**src/rtl/fetch_if.sv**
```systemverilog
// fetch_if: instruction-memory request/acknowledge bus between the fetch
// stage and instruction memory.
//   if_mem_addr  fetch address, word aligned (fetch -> memory)
//   if_mem_req   fetch request                (fetch -> memory)
//   mem_if_ack   data valid for the request   (memory -> fetch)
//   mem_if_data  instruction word             (memory -> fetch)
interface fetch_if;
   logic [31:0] if_mem_addr;
   logic        if_mem_req;
   logic        mem_if_ack;
   logic [31:0] mem_if_data;

   modport master (
      output if_mem_addr,
      output if_mem_req,
      input  mem_if_ack,
      input  mem_if_data
   );

   modport slave (
      input  if_mem_addr,
      input  if_mem_req,
      output mem_if_ack,
      output mem_if_data
   );
endinterface

```
**src/rtl/fetch.sv**
```systemverilog
// fetch: instruction-fetch stage of the OC2 MIPS pipeline.
// Owns the PC, requests words from instruction memory over a req/ack
// handshake and presents each instruction with its PC+4 to decode. A
// one-entry skid buffer holds a word acked while decode stalls. Redirects
// from decode are applied when the delay slot is transferred.
// Ports:
//   clock, reset          rising-edge clock, async active-low reset
//   fw_if_id_stall        decode stall, IF/ID must hold
//   id_if_selfontepc      take redirect target
//   id_if_seltipopc       target select (00 imd, 01 rega, 10 index, 11 none)
//   id_if_rega/pcimd2ext/pcindex   redirect targets
//   if_id_instrucao/proximopc/valid  IF/ID register outputs
//   mem                   instruction-memory bus (fetch_if.master)
module fetch #(
   parameter logic [31:0] RESET_PC = 32'h0000_0000,
   parameter logic [31:0] NOP      = 32'h0000_0000
) (
   input  logic        clock,
   input  logic        reset,
   input  logic        fw_if_id_stall,
   input  logic        id_if_selfontepc,
   input  logic [1:0]  id_if_seltipopc,
   input  logic [31:0] id_if_rega,
   input  logic [31:0] id_if_pcimd2ext,
   input  logic [31:0] id_if_pcindex,
   output logic [31:0] if_id_instrucao,
   output logic [31:0] if_id_proximopc,
   output logic        if_id_valid,
   fetch_if.master     mem
);

   typedef enum logic [1:0] {
      ST_IDLE = 2'd0,
      ST_REQ  = 2'd1,
      ST_HOLD = 2'd2
   } state_t;

   state_t      state_q, state_d;
   logic [31:0] pc_q, pc_d;
   logic [31:0] skid_q, skid_d;
   logic [31:0] instr_q, instr_d;
   logic [31:0] prox_q, prox_d;
   logic        valid_q, valid_d;

   logic        xfer;
   logic [31:0] xfer_word;
   logic [31:0] pc_plus4;
   logic [31:0] target;
   logic [31:0] next_pc;

   assign pc_plus4 = pc_q + 32'd4;

   // Redirect target selection; only consulted on a transfer edge, so the
   // redirect lands after the delay slot held behind the branch.
   always_comb begin
      target = pc_plus4;
      unique case (id_if_seltipopc)
         2'b00:   target = id_if_pcimd2ext;
         2'b01:   target = id_if_rega;
         2'b10:   target = id_if_pcindex;
         default: target = pc_plus4;
      endcase
      if (id_if_selfontepc && (id_if_seltipopc != 2'b11))
         next_pc = {target[31:2], 2'b00};
      else
         next_pc = pc_plus4;
   end

   always_comb begin
      state_d   = state_q;
      pc_d      = pc_q;
      skid_d    = skid_q;
      instr_d   = instr_q;
      prox_d    = prox_q;
      valid_d   = valid_q;
      xfer      = 1'b0;
      xfer_word = mem.mem_if_data;

      unique case (state_q)
         ST_IDLE: state_d = ST_REQ;
         ST_REQ: begin
            if (mem.mem_if_ack) begin
               if (!fw_if_id_stall) begin
                  xfer = 1'b1;
               end else begin
                  skid_d  = mem.mem_if_data;
                  state_d = ST_HOLD;
               end
            end
         end
         ST_HOLD: begin
            // pc still addresses the buffered word, so PC+4 and redirect
            // evaluation are identical to a direct transfer.
            if (!fw_if_id_stall) begin
               xfer      = 1'b1;
               xfer_word = skid_q;
               state_d   = ST_REQ;
            end
         end
         default: state_d = ST_IDLE;
      endcase

      if (xfer) begin
         instr_d = xfer_word;
         prox_d  = pc_plus4;
         valid_d = 1'b1;
         pc_d    = next_pc;
      end
   end

   always_ff @(posedge clock or negedge reset) begin
      if (!reset) begin
         state_q <= ST_IDLE;
         pc_q    <= RESET_PC;
         skid_q  <= '0;
         instr_q <= NOP;
         prox_q  <= '0;
         valid_q <= 1'b0;
      end else begin
         state_q <= state_d;
         pc_q    <= pc_d;
         skid_q  <= skid_d;
         instr_q <= instr_d;
         prox_q  <= prox_d;
         valid_q <= valid_d;
      end
   end

   assign mem.if_mem_addr = pc_q;
   assign mem.if_mem_req  = (state_q == ST_REQ);
   assign if_id_instrucao = instr_q;
   assign if_id_proximopc = prox_q;
   assign if_id_valid     = valid_q;

endmodule

```
**src/flat_wrapper.sv**
```systemverilog
// flat-port wrapper written by rule: the top's interface ports become plain ports
module fetch_flat 
#(
   parameter logic [31:0] RESET_PC = 32'h0000_0000,
   parameter logic [31:0] NOP      = 32'h0000_0000
)
  (clock, reset, fw_if_id_stall, id_if_selfontepc, id_if_seltipopc, id_if_rega, id_if_pcimd2ext, id_if_pcindex, if_id_instrucao, if_id_proximopc, if_id_valid, mem_if_mem_addr, mem_if_mem_req, mem_mem_if_ack, mem_mem_if_data);
  fetch_if mem_i ();
  input  logic clock;
  input  logic reset;
  input  logic fw_if_id_stall;
  input  logic id_if_selfontepc;
  input  logic [1:0] id_if_seltipopc;
  input  logic [31:0] id_if_rega;
  input  logic [31:0] id_if_pcimd2ext;
  input  logic [31:0] id_if_pcindex;
  output logic [31:0] if_id_instrucao;
  output logic [31:0] if_id_proximopc;
  output logic if_id_valid;
  output wire logic [$bits(mem_i.if_mem_addr)-1:0] mem_if_mem_addr;
  output wire logic [$bits(mem_i.if_mem_req)-1:0] mem_if_mem_req;
  input wire logic [$bits(mem_i.mem_if_ack)-1:0] mem_mem_if_ack;
  input wire logic [$bits(mem_i.mem_if_data)-1:0] mem_mem_if_data;
  assign mem_if_mem_addr = mem_i.if_mem_addr;
  assign mem_if_mem_req = mem_i.if_mem_req;
  assign mem_i.mem_if_ack = mem_mem_if_ack;
  assign mem_i.mem_if_data = mem_mem_if_data;
  fetch #(.RESET_PC(RESET_PC), .NOP(NOP)) u_core (.clock(clock), .reset(reset), .fw_if_id_stall(fw_if_id_stall), .id_if_selfontepc(id_if_selfontepc), .id_if_seltipopc(id_if_seltipopc), .id_if_rega(id_if_rega), .id_if_pcimd2ext(id_if_pcimd2ext), .id_if_pcindex(id_if_pcindex), .if_id_instrucao(if_id_instrucao), .if_id_proximopc(if_id_proximopc), .if_id_valid(if_id_valid), .mem(mem_i));
endmodule
```
**config.mk**
```make
export PLATFORM = sky130hd
export DESIGN_NAME = fetch_flat
export DESIGN_NICKNAME = d
export VERILOG_FILES = /design/src/rtl/fetch_if.sv /design/src/rtl/fetch.sv /design/src/flat_wrapper.sv
export SDC_FILE = /design/constraint.sdc
export NUM_CORES = 1
export LEC_CHECK = 0
export ABC_AREA = 1
export CORE_MARGIN = 5
export CORE_UTILIZATION = 42
export DETAILED_ROUTE_END_ITERATION = 8
export PLACE_DENSITY_LB_ADDON = 0.2
export SLEW_MARGIN = 20
export SYNTH_ARGS = -nofsm -noshare
export SYNTH_HDL_FRONTEND = slang
export SYNTH_SLANG_ARGS = --single-unit
```
**constraint.sdc**
```tcl
create_clock -name clock -period 1.97 [get_ports clock]
set_clock_uncertainty 0.2 [all_clocks]
set_input_delay 0.394 -clock clock [delete_from_list [all_inputs] [get_ports clock]]
set_output_delay 0.394 -clock clock [all_outputs]
set_load 0.02 [all_outputs]
```
## Word level (Yosys, flattened, before mapping)

Cells that the tools add are included.

- Register bits: 131
- Input port bits: 135
- Output and inout bits: 98
- Word-level logic and storage cells: 31

- $add $sub $neg: 1
- Equal/unequal tests: 8
- Mux-type cells: 11
- Reductions and logical operators: 5

Operators by type and width:

| kind | number |
|---|---|
| $mux W32 | 3 |
| $pmux W32 S3 | 1 |
| $add A32 B3 Y32 const B | 1 |
| $mux W2 | 3 |
| $ne A2 B2 Y1 const B | 3 |
| $pmux W2 S3 | 1 |
| $eq A2 B1 Y1 const B | 2 |
| $eq A2 B2 Y1 const B | 2 |
| $logic_not A2 Y1 | 2 |
| $reduce_and A3 Y1 | 1 |
| $mux W1 | 2 |
| $ne A2 B1 Y1 const B | 1 |
| $pmux W1 S2 | 1 |
| $reduce_and A2 Y1 | 1 |
| $logic_and A1 B1 Y1 | 1 |

## Longest topological paths before layout

Gate-level depths: netlist of run 1.

- Word-level depth: 3
- Depth in mapped cells: 12
- Gate-level depth less buffers: 10

## Worst setup path after synthesis of run 1

No wires, ideal clock.

- Path type: register to register
- From: reg u_core.state_q[1]
- To: reg u_core.pc_q[13] (netlist: u_core.mem.if_mem_addr[13])
- Setup time: 0.113 ns
- Data arrival time: 1.573 ns
- Data required time: 1.657 ns
- Setup slack: 0.084 ns
- Stages on the path, launching flop included: 11
- Buffers on the path: 1
- Clock period less this slack: 1.886 ns
- Path through: dfrtp_1 > inv_1 > ha_1 > nand2_1 > nand2_1 > nand3_2 > inv_2 > buf_2 > nand3_1 > nand2_1 > inv_1

- Longest elaborated chain between the ends: 2
- Elaborated cells between the ends (all ways): 3
- Those cells by class: eq/ne: 2; mux: 1

Ends and longest elaborated chain:

| element | RTL line | text |
|---|---|---|
| from (decl) | fetch.sv:38 | `state_t state_q, state_d;` |
| from (signal assigned) | fetch.sv:120 | `state_q <= state_d;` |
| $eq A2 B1 Y1 | n/a |  |
| via mem_if_mem_req | flat_wrapper.sv:21 | `output wire logic [$bits(mem_i.if_mem_req)-1:0] mem_if_mem_req;` |
| $pmux W1 S2 | fetch.sv:79 | `unique case (state_q)` |
| to (signal assigned) | fetch.sv:121 | `pc_q <= pc_d;` |
| to (decl) | fetch.sv:39 | `logic [31:0] pc_q, pc_d;` |

The timed path passes the listed nets, and every way through them passes these cells.
A chain may end at the register's enable or synchronous reset.

## Worst setup path in the final report of run 1

- From: reg u_core.pc_q[11] (netlist: u_core.mem.if_mem_addr[11])
- To: out mem_if_mem_addr[11]

RTL lines:

| element | RTL line | text |
|---|---|---|
| to (decl) | flat_wrapper.sv:20 | `output wire logic [$bits(mem_i.if_mem_addr)-1:0] mem_if_mem_addr;` |

No word-level cell between the ends.

==> results_dict.tcl, run 1 <==
set metrics [dict create \
    status "finished clean" \
    dp.final_hpwl_um 16790 \
    cts_buffer_depth 2 \
    num_vias 7326 \
    grt_pass1_wl_um 36340 \
    drt-wirelength-per-cell_um 15.39 \
    grt_usage_pct 23.09 \
    clockRootBuffer "clkbuf_16" \
    drt_wl_total_um 22670 \
    n_fill_cell 1467 \
    drive_gt1_share_pct 10.22 \
    netlist_instances 987 \
    crit_path_end_kind "output port" \
    slew_viol_final 0 \
    cts_tree "done" \
    hold_viol_final 0 \
    cellLeakagePower_nw 4.890 \
    cp_slowest_cell "dfrtp_1" \
    period_minus_slack_ps 1899 \
    worstSetupPathType "flop to output port" \
    cp_num_buf_inv 2 \
    yosysSeqAreaShare_pct 45.15 \
    diodes 0 \
    path_cells "buf_4 > dlygate4sd2_1" \
    multi_input_area_mm2 0.003392 \
    drv_cap 0 \
    vdd_drop_max_mv 0.7523 \
    clkLatencyLatePin_ps 420 \
    rsz0062_at_grt "true" \
    drc_errors 0 \
    core_area_mm2 0.01652 \
    port_buffers 222 \
    vias_per_cell 4.974 \
    drt_iter0_drc 535 \
    fmax_ghz 0.5266 \
    cts_buffers 17 \
    start_kind "flop" \
    dp.cells 1437 \
    r2r_cells 8 \
    syn_area_mm2 0.007039 \
    syn_avg_cell_area_um2 7.132 \
    setup_viol 0 \
    grt_max_degree 50 \
    synth_cell_types 33 \
    clk_pin_slew_worst_paths_ps 60 \
    fp.dieArea_mm2 0.01945 \
    die_y_um 139.5 \
    antenna_found_initial 0 \
    die_x_um 139.5 \
    hold_class "input pin to asynchronous set/reset pin" \
    cts-htree-levels 4 \
    cp_data_required_time_ps 1380 \
    grt-ovfl-total 0 \
    place_congestion 0.8767 \
    dr.pass1.iters 5 \
    powerDensity_mw_per_mm2 1483 \
    cts_sinks 127 \
    rows 47 \
    final.period_utilization_pct 96.39 \
    ys_ff_latch 127 \
    nets 1379 \
    slowest_delay_ps 400 \
    seq_area_mm2 0.003183 \
    area_growth_pct 51.12 \
    async_flop_share_pct 100.0 \
    ys.flop_type "dfrtp_1" \
    pin_count 233 \
    path_max_fanout 3 \
    cp.depth 2 \
    tns_ps 0 \
    ys_warn_count 0 \
    fin_cells 1473 \
    crit_family "buffers and inverters" \
    grt_pass1_vias 7274 \
    initial_core_util_pct 42.60 \
    antenna_left 0 \
    cp.arrival_ps 1300 \
    synth_edf_count 0 \
]
## final cells by class
cell class / count / area share, %
flip-flops and latches: 127 / 29.92
repair buffers: 288 / 26.62
well taps: 220 / 2.588
inverters: 67 / 2.411
multi-input cells: 739 / 31.89
clock inverters: 9 / 1.894
clock buffers: 23 / 4.681
## layout by cell type (no fill, tap or decap), types with 3 or more instances in the layout
cell type,Yosys,layout
nor2_1,106,100
o21ai_0,77,77
xor2_1,4,4
dlygate4sd2_1,0,86
o21ai_1,5,5
dfrtp_2,0,4
a21oi_1,102,102
nand3b_1,3,3
clkbuf_8,0,5
clkbuf_16,0,19
dlymetal6s2s_1,0,7
buf_12,0,14
xnor2_1,5,5
clkdlybuf4s50_1,0,126
a31oi_1,24,23
nand4_1,8,8
nand2_1,323,323
dfrtp_1,127,123
buf_4,7,49
nand3_1,56,56
nor2_2,2,7
and3_1,3,3
bufinv_16,0,6
conb_1,1,4
inv_1,63,63
## synth_stat cells (2+ instances only)
cell type | n | share of area (%)
o21ai_0 | 77 | 5.5
o21ai_1 | 5 | 0.36
nand3b_1 | 3 | 0.32
xnor2_1 | 5 | 0.62
xor2_1 | 4 | 0.50
a31oi_1 | 24 | 2.1
nor2_1 | 106 | 5.7
nand3_2 | 2 | 0.28
or2_2 | 2 | 0.18
nand4_1 | 8 | 0.71
dfrtp_1 | 127 | 45
nand3_1 | 56 | 4.0
clkbuf_1 | 25 | 1.3
ha_1 | 4 | 0.71
nand2_1 | 323 | 17
nor2_2 | 2 | 0.18
and3_1 | 3 | 0.27
inv_2 | 3 | 0.16
inv_1 | 63 | 3.4
buf_1 | 2 | 0.11
buf_2 | 22 | 1.6
buf_4 | 7 | 0.75
a21oi_1 | 102 | 7.3
nand2_2 | 2 | 0.18
nor2_8 | 2 | 0.57
## power by group
group          internal (W)  switching, W  total, W  leakage [nW]
Clock               0.00254       0.00113   0.00367         0.340
Combinational       0.00291       0.00438   0.00729          3.04
Sequential          0.00389      0.000928   0.00481          1.51
## per-stage QoR
| step | hold slack, ps | util, % | area [µm²] | setup slack, ps | total power (W) |
|---|---|---|---|---|---|
| finish | 250.1 | 64.38 | 10640 | 71.03 | 0.01578 |
| global route | 292.7 | 64.38 | 10640 | -4.464 | 0.01690 |
| detailed placement | 122.6 | 60.07 | 9926 | -184.0 | 0.01266 |
| CTS | 248.3 | 63.68 | 10520 | 0.7488 | 0.01575 |
| floorplan | -101.6 | - | 7051 | 83.64 | 0.008859 |
| global placement | 120.9 | 60.07 | 9926 | -141.6 | 0.01254 |
## final timing paths
| kind | slack, ps | start | end |
|---|---|---|---|
| hold reg to reg | 260 | u_core.if_id_valid | u_core.if_id_valid |
| setup reg to reg | 90 | u_core.mem.if_mem_addr[12] | u_core.mem.if_mem_addr[14] |
| min in group clock | 260 | u_core.if_id_valid | u_core.if_id_valid |
| max in group asynchronous | 790 | reset | u_core.mem.if_mem_addr[5] |
| hold / removal | 250 | reset | u_core.if_id_instrucao[28] |
| setup / recovery | 70 | u_core.mem.if_mem_addr[11] | mem_if_mem_addr[11] |
## layer usage
layer | routed length (µm) | global-route usage (%) | vias up
met1 | 9491 | 28.44 | 3346
met2 | 11010 | 38.80 | 247
met4 | 408 | 8.136 | 0
met5 | 0 | 0 | -
li1 | - | - | 3705
met3 | 1755 | 6.621 | 28
## repair_timing
item | 4_1_cts | 5_1_grt
resized for setup | 90 | 21
cloned | 0 | 2
endpoints found under the hold margin | 30 | 0
buffers inserted | 0 | 1
endpoints found under the setup margin | 87 | 32
hold buffers | 1 | 0
## sequential cells by signal, indices dropped and copies added (netlist names)
register	count
u_core.if_id_proximopc	30
u_core.if_id_instrucao	32
u_core.state_q	2
u_core.if_id_valid	1
u_core.skid_q	32
u_core.mem.if_mem_addr	30
## worst reg2reg max path, stage by stage, from the launching register on
cell and delay (ps):
dfrtp_1 450, nand2_1 120, nor2_1 230, nand2_1 130
nor2_2 210, xnor2_1 210, nand3_1 120, nand2_1 70
inv_1 30
## cell families after synthesis
group                      Yosys count  share of synthesized area, %
other                                1                       0.05327
buffers and inverters              124                         7.483
and+or+nand+nor                    512                         29.93
xor gates and xnor gates            10                         1.351
DFF                                127                         45.15
adders and majority gates            4                        0.7110
AOI/OAI and AO/OA                  209                         15.32
Note: power is estimated with default switching activity, not from simulation.
==> inputs of run 2 (changes only) <==
Settings changed: RECOVER_POWER set to 25.
==> run 2 against run 1 <==
Non-clock buffer count unchanged. Sequential power about the same. Critical path depth unchanged. First-iteration DRC count down 0.37%. Flip-flop and latch count unchanged. Die area unchanged. Combinational power about the same. Sequential share of layout area up 0.067 points. Setup slack about the same. Critical path type unchanged. Critical endpoint unchanged. Largest cell class unchanged. Highest routed layer unchanged.
==> results_dict.tcl, run 2 (synthesis results as in run 1) <==
set metrics [dict create \
    start_kind "flop" \
    vdd_drop_max_mv 0.7510 \
    setup_viol 0 \
    dr.pass1.iters 5 \
    startpoint "u_core.mem.if_mem_addr[11]" \
    drc_errors 0 \
    clockRootBuffer "clkbuf_16" \
    hold_class "flop to flop" \
    hold_viol_final 0 \
    num_vias 7322 \
    grt_max_degree 50 \
    antenna_left 0 \
    grt-ovfl-total 0 \
    area_growth_pct 50.78 \
    fmax_ghz 0.5267 \
    hold-worst-slack_ps 262.3 \
    crit_path_end_kind "output port" \
    fin_util_pct 64.23 \
    r2r-start "u_core.mem.if_mem_addr[12]" \
    met3_length_um 1750 \
    drive_gt1_share_pct 10.22 \
    fp.dieArea_mm2 0.01945 \
    placed_cell_area_mm2 0.009926 \
    die_x_um 139.5 \
    final_cell_mix "nand2_1, clkdlybuf4s50_1, dfrtp_1" \
    cellLeakagePower_nw 4.882 \
    path_max_fanout 3 \
    clkLatencyLatePin_ps 420 \
    grt_usage_pct 23.09 \
    tightest_slew_ps 934.7 \
    maxUsedRoutingLayer "met4" \
    antenna_found_initial 0 \
    drt_wl_total_um 22620 \
    grt_pass1_vias 7274 \
    cts_buffer_depth 2 \
    relSlewSlack_pct 37.69 \
    drv_cap 0 \
    die_y_um 139.5 \
    cp.arrival_ps 1300 \
    finish.instance_area_mm2 0.01061 \
    slew_viol_final 0 \
    power.total_w 0.01576 \
    place_congestion 0.8767 \
    grt_pass1_wl_um 36340 \
    powerDensity_mw_per_mm2 1485 \
    port_buffers 222 \
    dp.final_hpwl_um 16790 \
    layout_commonest_cell "nand2_1" \
    final.period_utilization_pct 96.38 \
    core_area_mm2 0.01652 \
    vias_per_cell 4.971 \
    cts_tree "done" \
    wl_met1_um 9473 \
    cts-htree-levels 4 \
    tns_ps 0 \
    dr_wl_met2_um 10990 \
    pin_count 233 \
    rsz0062_at_grt "true" \
    min_from "u_core.if_id_valid" \
    diodes 0 \
    drt_iter0_drc 533 \
    cts_buffers 17 \
    nets 1379 \
    clk_pin_slew_worst_paths_ps 60 \
    status "finished clean" \
    cts_sinks 127 \
    period_minus_slack_ps 1899 \
    rows 47 \
    drt-wirelength-per-cell_um 15.36 \
    cp_data_required_time_ps 1380 \
    initial_core_util_pct 42.60 \
    worstSetupPathType "flop to output port" \
]
==> run 2: changes by cell type in the layout (fill, tap and decap cells not counted), sizes merged <==
cell,previous run,this run
clkbuf,25,26
buf,66,65
==> run 2: area by class of cell <==
| type | count | area (µm²) |
|---|---|---|
| Inverter | 67 | 256.5 |
| Multi-Input combinational cell | 739 | 3392 |
| Fill cell | 1474 | 5911 |
| Timing Repair Buffer | 288 | 2808 |
| Tap cell | 220 | 275.3 |
| Sequential cell | 127 | 3183 |
| Clock buffer | 23 | 498.0 |
| Clock inverter | 9 | 201.4 |
==> run 2: metal layers <==
layer	track usage (%)	vias to the layer above
met4	8.136	0
li1	-	3705
met2	38.80	253
met1	28.44	3336
met3	6.621	28
met5	0	-
==> run 2: report_power, final <==
group,total (W),leakage (nW),internal (W),switching (W)
Combinational,0.00728,3.04,0.00291,0.00437
Clock,0.00367,0.340,0.00254,0.00113
Sequential,0.00481,1.51,0.00389,0.000927
Total,0.0158,4.88,0.00934,0.00643
==> run 2: final timing paths <==
kind | slack [ps] | depth (start not counted) | to
max in group asynchronous | 280 | 3 | u_core.if_id_instrucao[15]
max | 70 | 2 | mem_if_mem_addr[11]
min reg2reg | 260 | 1 | u_core.if_id_valid
min | 260 | 1 | u_core.if_id_valid
max reg2reg | 90 | 8 | u_core.mem.if_mem_addr[14]
min in group asynchronous | 450 | 2 | u_core.if_id_instrucao[28]
==> run 2: timing repair <==
| action | CTS | global route |
|---|---|---|
| cloned | 0 | 2 |
| endpoints found under the hold margin | 30 | 0 |
| buffers inserted | 0 | 1 |
| setup endpoints to repair | 87 | 32 |
| hold buffers | 1 | 0 |
| resized for setup | 90 | 21 |
==> run 2: metrics by stage <==
stage / instances / worst slack (ps)
after floorplan: 990 / 83.64
after global placement: 1437 / -141.6
after detailed placement: 1437 / -184.0
after CTS: 1470 / 0.7488
after global routing: 1473 / -4.464
final: 1473 / 71.30
==> run 2: worst max-delay path, cell delays in order, from the launching register on <==
cell and delay [ps]:
dfrtp_1 400, buf_4 160, dlygate4sd2_1 330
